--- src/rtl/vga_pkg.sv ---
// Shared VGA geometry and pixel-path constants.
// Used by the sprite mixer and its address generators.
package vga_pkg;
  localparam int H_VIS       = 640;
  localparam int V_VIS       = 480;
  localparam int RGB_W       = 12;
  localparam int COORD_W     = 10;
  localparam int ROM_LAT_MIN = 1;
  localparam int ROM_LAT_MAX = 3;
  localparam int SIZE_W      = 7;

  typedef logic [COORD_W-1:0] coord_t;
  typedef logic [RGB_W-1:0]   rgb_t;
endpackage

--- src/rtl/sprite_addr_gen.sv ---
// Window test and image-ROM address for one sprite channel.
// Purely combinational; the mixer registers the results.
module sprite_addr_gen
  import vga_pkg::*;
#(
  parameter int ADDR_W = 17
) (
  input  logic [COORD_W-1:0] hc,
  input  logic [COORD_W-1:0] vc,
  input  logic [COORD_W-1:0] x,
  input  logic [COORD_W-1:0] y,
  input  logic [SIZE_W-1:0]  w,
  input  logic [SIZE_W-1:0]  h,
  output logic               in_win,
  output logic [ADDR_W-1:0]  addr
);

  logic [COORD_W:0] xe;
  logic [COORD_W:0] ye;
  logic [COORD_W:0] dx;
  logic [COORD_W:0] dy;
  logic [17:0]      lin;

  // 11-bit ends so a sprite near the right/bottom edge never wraps
  assign xe = {1'b0, x} + {4'b0, w};
  assign ye = {1'b0, y} + {4'b0, h};

  assign in_win = (hc >= x) && ({1'b0, hc} < xe) &&
                  (vc >= y) && ({1'b0, vc} < ye);

  assign dx  = {1'b0, hc} - {1'b0, x};
  assign dy  = {1'b0, vc} - {1'b0, y};
  assign lin = {7'b0, dx} + {7'b0, dy} * {11'b0, w};

  assign addr = in_win ? ADDR_W'(lin) : '0;

endmodule

--- src/rtl/vga_sprite_mixer.sv ---
// N-channel sprite compositor: ROM addressing, latency alignment,
// colour key, fixed priority and per-frame collision reporting.
module vga_sprite_mixer
  import vga_pkg::*;
#(
  parameter int               NSPR     = 4,
  parameter int               ROM_LAT  = 1,
  parameter logic [RGB_W-1:0] KEY      = 12'h000,
  parameter int               ADDR_W   = 17,
  parameter int               BG_SHIFT = 1,
  parameter int               BG_COLS  = 320
) (
  input  logic                     clk_25m,
  input  logic                     rst,
  input  logic                     valid,
  input  logic [COORD_W-1:0]       hc,
  input  logic [COORD_W-1:0]       vc,
  input  logic [NSPR-1:0]          spr_en,
  input  logic [NSPR*COORD_W-1:0]  spr_x,
  input  logic [NSPR*COORD_W-1:0]  spr_y,
  input  logic [NSPR*SIZE_W-1:0]   spr_w,
  input  logic [NSPR*SIZE_W-1:0]   spr_h,
  output logic [NSPR*ADDR_W-1:0]   spr_addr,
  input  logic [NSPR*RGB_W-1:0]    spr_data,
  output logic [ADDR_W-1:0]        bg_addr,
  input  logic [RGB_W-1:0]         bg_data,
  output logic [3:0]               vgaRed,
  output logic [3:0]               vgaGreen,
  output logic [3:0]               vgaBlue,
  output logic [NSPR-1:0]          hit,
  output logic [NSPR-1:0]          coll_flags,
  output logic                     frame_done
);

  logic [NSPR-1:0]        in_c;
  logic [NSPR*ADDR_W-1:0] addr_c;
  logic [ADDR_W-1:0]      bg_c;
  logic [COORD_W-1:0]     bh;
  logic [COORD_W-1:0]     bv;
  logic                   first_c;

  for (genvar i = 0; i < NSPR; i++) begin : g_ch
    sprite_addr_gen #(.ADDR_W(ADDR_W)) u_gen (
      .hc     (hc),
      .vc     (vc),
      .x      (spr_x[i*COORD_W +: COORD_W]),
      .y      (spr_y[i*COORD_W +: COORD_W]),
      .w      (spr_w[i*SIZE_W +: SIZE_W]),
      .h      (spr_h[i*SIZE_W +: SIZE_W]),
      .in_win (in_c[i]),
      .addr   (addr_c[i*ADDR_W +: ADDR_W])
    );
  end

  assign bh      = hc >> BG_SHIFT;
  assign bv      = vc >> BG_SHIFT;
  assign bg_c    = ADDR_W'(bh) + ADDR_W'(BG_COLS) * ADDR_W'(bv);
  assign first_c = (hc == '0) && (vc == '0);

  // Index 0 is stage A; index ROM_LAT lines up with ROM data
  logic [ROM_LAT:0][NSPR-1:0] in_p;
  logic [ROM_LAT:0][NSPR-1:0] en_p;
  logic [ROM_LAT:0]           valid_p;
  logic [ROM_LAT:0]           first_p;

  always_ff @(posedge clk_25m) begin
    if (rst) begin
      spr_addr <= '0;
      bg_addr  <= '0;
      in_p     <= '0;
      en_p     <= '0;
      valid_p  <= '0;
      first_p  <= '0;
    end else begin
      spr_addr <= addr_c;
      bg_addr  <= bg_c;
      in_p     <= {in_p[ROM_LAT-1:0], in_c};
      en_p     <= {en_p[ROM_LAT-1:0], spr_en};
      valid_p  <= {valid_p[ROM_LAT-1:0], valid};
      first_p  <= {first_p[ROM_LAT-1:0], first_c};
    end
  end

  logic [NSPR-1:0]  opaque;
  logic [NSPR-1:0]  om1;
  logic [NSPR-1:0]  contrib;
  logic [RGB_W-1:0] pix;
  logic             multi;
  logic             valid_b;
  logic             first_b;

  assign valid_b = valid_p[ROM_LAT];
  assign first_b = first_p[ROM_LAT];

  always_comb begin
    opaque = '0;
    pix    = bg_data;
    for (int i = NSPR - 1; i >= 0; i--) begin
      opaque[i] = in_p[ROM_LAT][i] && en_p[ROM_LAT][i] &&
                  (spr_data[i*RGB_W +: RGB_W] != KEY);
      if (opaque[i]) pix = spr_data[i*RGB_W +: RGB_W];
    end
  end

  // Clearing the lowest set bit leaves something only if two or more were set
  assign om1     = opaque - NSPR'(1);
  assign multi   = (opaque & om1) != '0;
  assign contrib = (valid_b && multi) ? opaque : '0;

  logic [RGB_W-1:0] rgb;
  logic [NSPR-1:0]  coll_acc;

  always_ff @(posedge clk_25m) begin
    if (rst) begin
      rgb        <= '0;
      hit        <= '0;
      coll_flags <= '0;
      frame_done <= 1'b0;
      coll_acc   <= '0;
    end else begin
      rgb        <= valid_b ? pix : '0;
      hit        <= valid_b ? opaque : '0;
      frame_done <= first_b;
      if (first_b) begin
        coll_flags <= coll_acc;
        coll_acc   <= contrib;
      end else begin
        coll_acc   <= coll_acc | contrib;
      end
    end
  end

  assign vgaRed   = rgb[11:8];
  assign vgaGreen = rgb[7:4];
  assign vgaBlue  = rgb[3:0];

endmodule

--- config.mk ---
export PLATFORM = sky130hd
export DESIGN_NAME = vga_sprite_mixer
export DESIGN_NICKNAME = d
export VERILOG_FILES = /design/src/rtl/vga_pkg.sv /design/src/rtl/sprite_addr_gen.sv /design/src/rtl/vga_sprite_mixer.sv
export SDC_FILE = /design/constraint.sdc
export NUM_CORES = 1
export LEC_CHECK = 0
export ABC_AREA = 1
export CORE_ASPECT_RATIO = 2
export CORE_MARGIN = 3
export CORE_UTILIZATION = 50
export DETAILED_ROUTE_END_ITERATION = 10
export PLACE_DENSITY = 0.81
export SLEW_MARGIN = 20
export SYNTH_ARGS = -nofsm -noshare
export SYNTH_HDL_FRONTEND = slang
export SYNTH_SLANG_ARGS = --single-unit
--- constraint.sdc ---
create_clock -name clk_25m -period 14.7 [get_ports clk_25m]
set_input_delay 2.94 -clock clk_25m [delete_from_list [all_inputs] [get_ports clk_25m]]
set_output_delay 2.94 -clock clk_25m [all_outputs]
set_load 0.005 [all_outputs]
==> flow_summary.yaml <==
place:
  place_inst: 4196
  detailedPlacementHpwl_um: 62490
  place_worst_setup_slack_ns: 5.401
  gpl.final_weighted_congestion: 0.9811
  io_buffer_count: 328
global_routing:
  grt_first_pass_wirelength_um: 115600
  grt.total_usage_pct: 29.04
  vias_in_the_first_global_route: 23800
  gr-total-overflow: 0
  antenna_found_initial: 7
  pin_count_of_the_biggest_net_entering_global_routing: 35
synthesis:
  ffs_latches_synth: 130
  synth.cell_area_um2: 23750
  yosys.area_share.simple_pct: 20.87
  post-synth-top-area-fraction_pct: 19.72
  synth_mux_area_share_pct: 0
  netlist-cell-type-count: 52
  synth_cells: 3252
  synth_seq_area_share_pct: 10.96
  mappedNetlistNets: 4082
  adder_cell_fraction_of_synth_area_pct: 39.37
  synth_enable_flop_cells: 0
  synth_compound_gate_area_share_pct: 10.39
  top_reg_cell_synth: "sky130_fd_sc_hd__dfxtp_1"
  dominant_combinational_cell_family_by_area_after_synthesis: "adder cells"
  top_cells_by_area_in_the_synthesized_netlist: "sky130_fd_sc_hd__fa_1 (20%), sky130_fd_sc_hd__ha_1 (20%), sky130_fd_sc_hd__dfxtp_1 (11%)"
  synth_largest_area_cell: "sky130_fd_sc_hd__fa_1"
  synthesis.yosys.warnings: 0
  post_synth_xor_xnor_area_pct: 6.695
  synthArstFlopShare_pct: 0
  avgSynthCellArea_um2: 7.304
critical_path:
  end_kind: "register"
  criticalPathCategory: "in -> reg"
  startpoint_type: "primary input"
  worst_setup_slack_for_register_to_register_paths_ns: 12.86
  worst-endpoint-required_ns: 15.10
  startpoint_of_the_worst_slack_reg_to_reg_timing_path: "in_p[7]"
  crit_start: "vc[2]"
  critPathMaxFanout: 12
  arrival_ns: 9.28
  crit_path_end: "spr_addr[29]"
  r2r-end: "rgb[7]"
  reg2regPathDepth: 6
final_layout:
  area_delta_synth_final_pct: 19.53
  layout_common_cells: "sky130_fd_sc_hd__inv_1 (693), sky130_fd_sc_hd__nand2_1 (525), sky130_fd_sc_hd__nor2_1 (413)"
  finish.cell_count_without_fillers: 4235
  nFillCells: 4352
  multi_input_gate_area_in_the_final_layout_um2: 18370
  register_area_um2: 2603
  finalCoreUtilization_pct: 60.66
  finalNetCount: 4418
  layout-drive-gt1-share_pct: 3.721
  layout.cells.most_common: "sky130_fd_sc_hd__inv_1"
timing:
  timing_max_transition_violations_final: 0
  maxSlewHeadroom_pct: 35.81
  setup-tns-final_ns: 0
  final_hold_fails: 0
  achievable-frequency_ghz: 0.1126
  setup_violations: 0
  finClkSkew_ns: 0.02436
  fin_crit_sh_pct: 60.41
  rsz0062_at_grt: "no"
  timing.final.crit_period_ns: 8.880
  worst-slew-pin-transition_ns: 0.9598
  worst_slack_ns: 5.820
run_status:
  status: "complete, no violations"
routing:
  routed_via_density: 5.308
  ant_nets: 0
  first_iter_violations: 1119
  dr_total_vias: 22480
  postRouteWirelength_um: 72740
  detail_route.drc_violations: 0
  wire_per_inst_um: 17.17
  iteration_count_of_the_initial_detailed_routing_pass: 5
pwr:
  share_comb_of_total_power_pct: 85.1
  clock_power_share_pct: 8.0
  cellPowerDensity_nw_per_um2: 203.2
  static_leakage_uw: 0.01494
  p_sw_uw: 3262
  design_power_total_uw: 5770
  irDropWorstVdd_uv: 282.2
  pwr-share-seq_pct: 6.9
  power_switching_share_pct: 56.54
  cell_internal_pwr_uw: 2508
run:
  max-cap-violations: 0
clock_tree:
  clockRootBuffer: "sky130_fd_sc_hd__clkbuf_16"
  clk_pin_slew_ns: 0.07
  number_of_cts_inserted_buffers: 17
  tritoncts: "done"
  cts_repair_resize_count: 0
  cts_hold_buffers: 0
  cts.repair_timing.setup_buffer_count: 0
  clock_latency_on_the_worst_skew_pair_ns: 0.48
  cts.sinks: 130
  clock_tree.buffer_depth: 2
  ctsHtreeMaxLevel: 4
floorplanning:
  core_um2: 46800
  initial_utilization_pct: 50.75
  num_rows: 112
  die_h_um: 314.2
  die-width_um: 160.1
  num_ports: 329
  fp.dieArea_um2: 50310
worst_hold_path:
  worstHoldPathType: "reg -> reg"
  start_point_of_the_worst_hold_path: "en_p[3]"
==> stage by stage <==
stage               instance area [µm²]  hold slack [ns]
finish                            28390           0.4043
global route                      28390           0.4224
CTS                               28370           0.4061
detailed placement                27770           0.3967
global placement                  27770           0.3897
floorplan                         23750           0.3883
==> state kept, by name, indices dropped and copies added, names as in the netlist <==
name / flops
bg_addr: 17
coll_acc: 4
coll_flags: 4
en_p: 8
first_p: 2
frame_done: 1
hit: 4
in_p: 8
rgb: 12
spr_addr: 68
valid_p: 2
==> Yosys cell counts, types with 40 or more instances <==
master and count:
sky130_fd_sc_hd__o21ai_0 107, sky130_fd_sc_hd__inv_1 693, sky130_fd_sc_hd__xnor2_1 53, sky130_fd_sc_hd__dfxtp_1 130
sky130_fd_sc_hd__nand3_1 106, sky130_fd_sc_hd__xor2_1 123, sky130_fd_sc_hd__a21oi_1 209, sky130_fd_sc_hd__nand2_1 525
sky130_fd_sc_hd__nor2_1 413, sky130_fd_sc_hd__ha_1 373, sky130_fd_sc_hd__fa_1 234, sky130_fd_sc_hd__nand4_1 40
==> cell families after synthesis <==
kind of cell | Yosys count
XOR/XNOR | 179
buffers and inverters | 731
AND/OR/NAND/NOR | 1178
adder cells (fa/ha/maj) | 607
AO/OA/AOI/OAI | 427
flip-flops | 130
==> cell type report <==
| class | instances | share of cell area, % |
|---|---|---|
| Timing Repair Buffer | 337 | 11.78 |
| Antenna cell | 7 | 0.06170 |
| Tap cell | 627 | 2.763 |
| Clock buffer | 18 | 1.547 |
| Inverter | 711 | 9.401 |
| Clock inverter | 14 | 0.5773 |
| Multi-Input combinational cell | 2391 | 64.70 |
| Sequential cell | 130 | 9.167 |
==> per-layer routing <==
metal	GRT usage (%)	part of all wire, %
met4	20.53	8.1
met5	0	0.027
met2	56.44	53
met3	4.845	5.2
met1	26.83	33
==> worst max-delay path: stages <==
cell                              delay [ns]
sky130_fd_sc_hd__clkdlybuf4s50_1        0.85
sky130_fd_sc_hd__ha_1                   0.62
sky130_fd_sc_hd__nand2_1                0.09
sky130_fd_sc_hd__inv_1                  0.06
sky130_fd_sc_hd__nand2_1                0.04
sky130_fd_sc_hd__nand2_1                0.09
sky130_fd_sc_hd__nand2_1                0.06
sky130_fd_sc_hd__nand2_1                0.12
sky130_fd_sc_hd__xor2_1                 0.42
sky130_fd_sc_hd__nand2_1                0.15
sky130_fd_sc_hd__fa_1                   0.56
sky130_fd_sc_hd__inv_1                  0.05
sky130_fd_sc_hd__fa_1                   0.51
sky130_fd_sc_hd__fa_1                   0.50
sky130_fd_sc_hd__inv_1                  0.05
sky130_fd_sc_hd__fa_1                   0.48
sky130_fd_sc_hd__inv_1                  0.04
sky130_fd_sc_hd__ha_1                   0.35
sky130_fd_sc_hd__nand2_1                0.14
sky130_fd_sc_hd__nor4_1                 0.23
sky130_fd_sc_hd__nor2_1                 0.16
sky130_fd_sc_hd__o21ai_0                0.32
sky130_fd_sc_hd__nand2_1                0.13
sky130_fd_sc_hd__nand2_1                0.08
sky130_fd_sc_hd__nand2_1                0.05
sky130_fd_sc_hd__nand2_1                0.05
sky130_fd_sc_hd__inv_1                  0.04
sky130_fd_sc_hd__nor2_2                 0.08
==> worst min-delay path by stage <==
stage | to | slack [ns] | depth (start not counted)
floorplan | en_p[4] | 0.39 | 2
global placement | valid_p[1] | 0.39 | 2
detailed placement | in_p[7] | 0.40 | 2
CTS | in_p[7] | 0.41 | 2
global route | en_p[7] | 0.42 | 2
finish | en_p[7] | 0.40 | 2
==> power by group through the flow <==
stage	combinational, µW	clock (µW)	sequential, µW
3_5_place_dp	4860	0	409
2_1_floorplan	3700	0	411
4_1_cts	4900	470	402
3_3_place_gp	4790	0	409
6_report	4910	460	401
5_1_grt	5620	480	403
(Power assumes the default switching activity.)
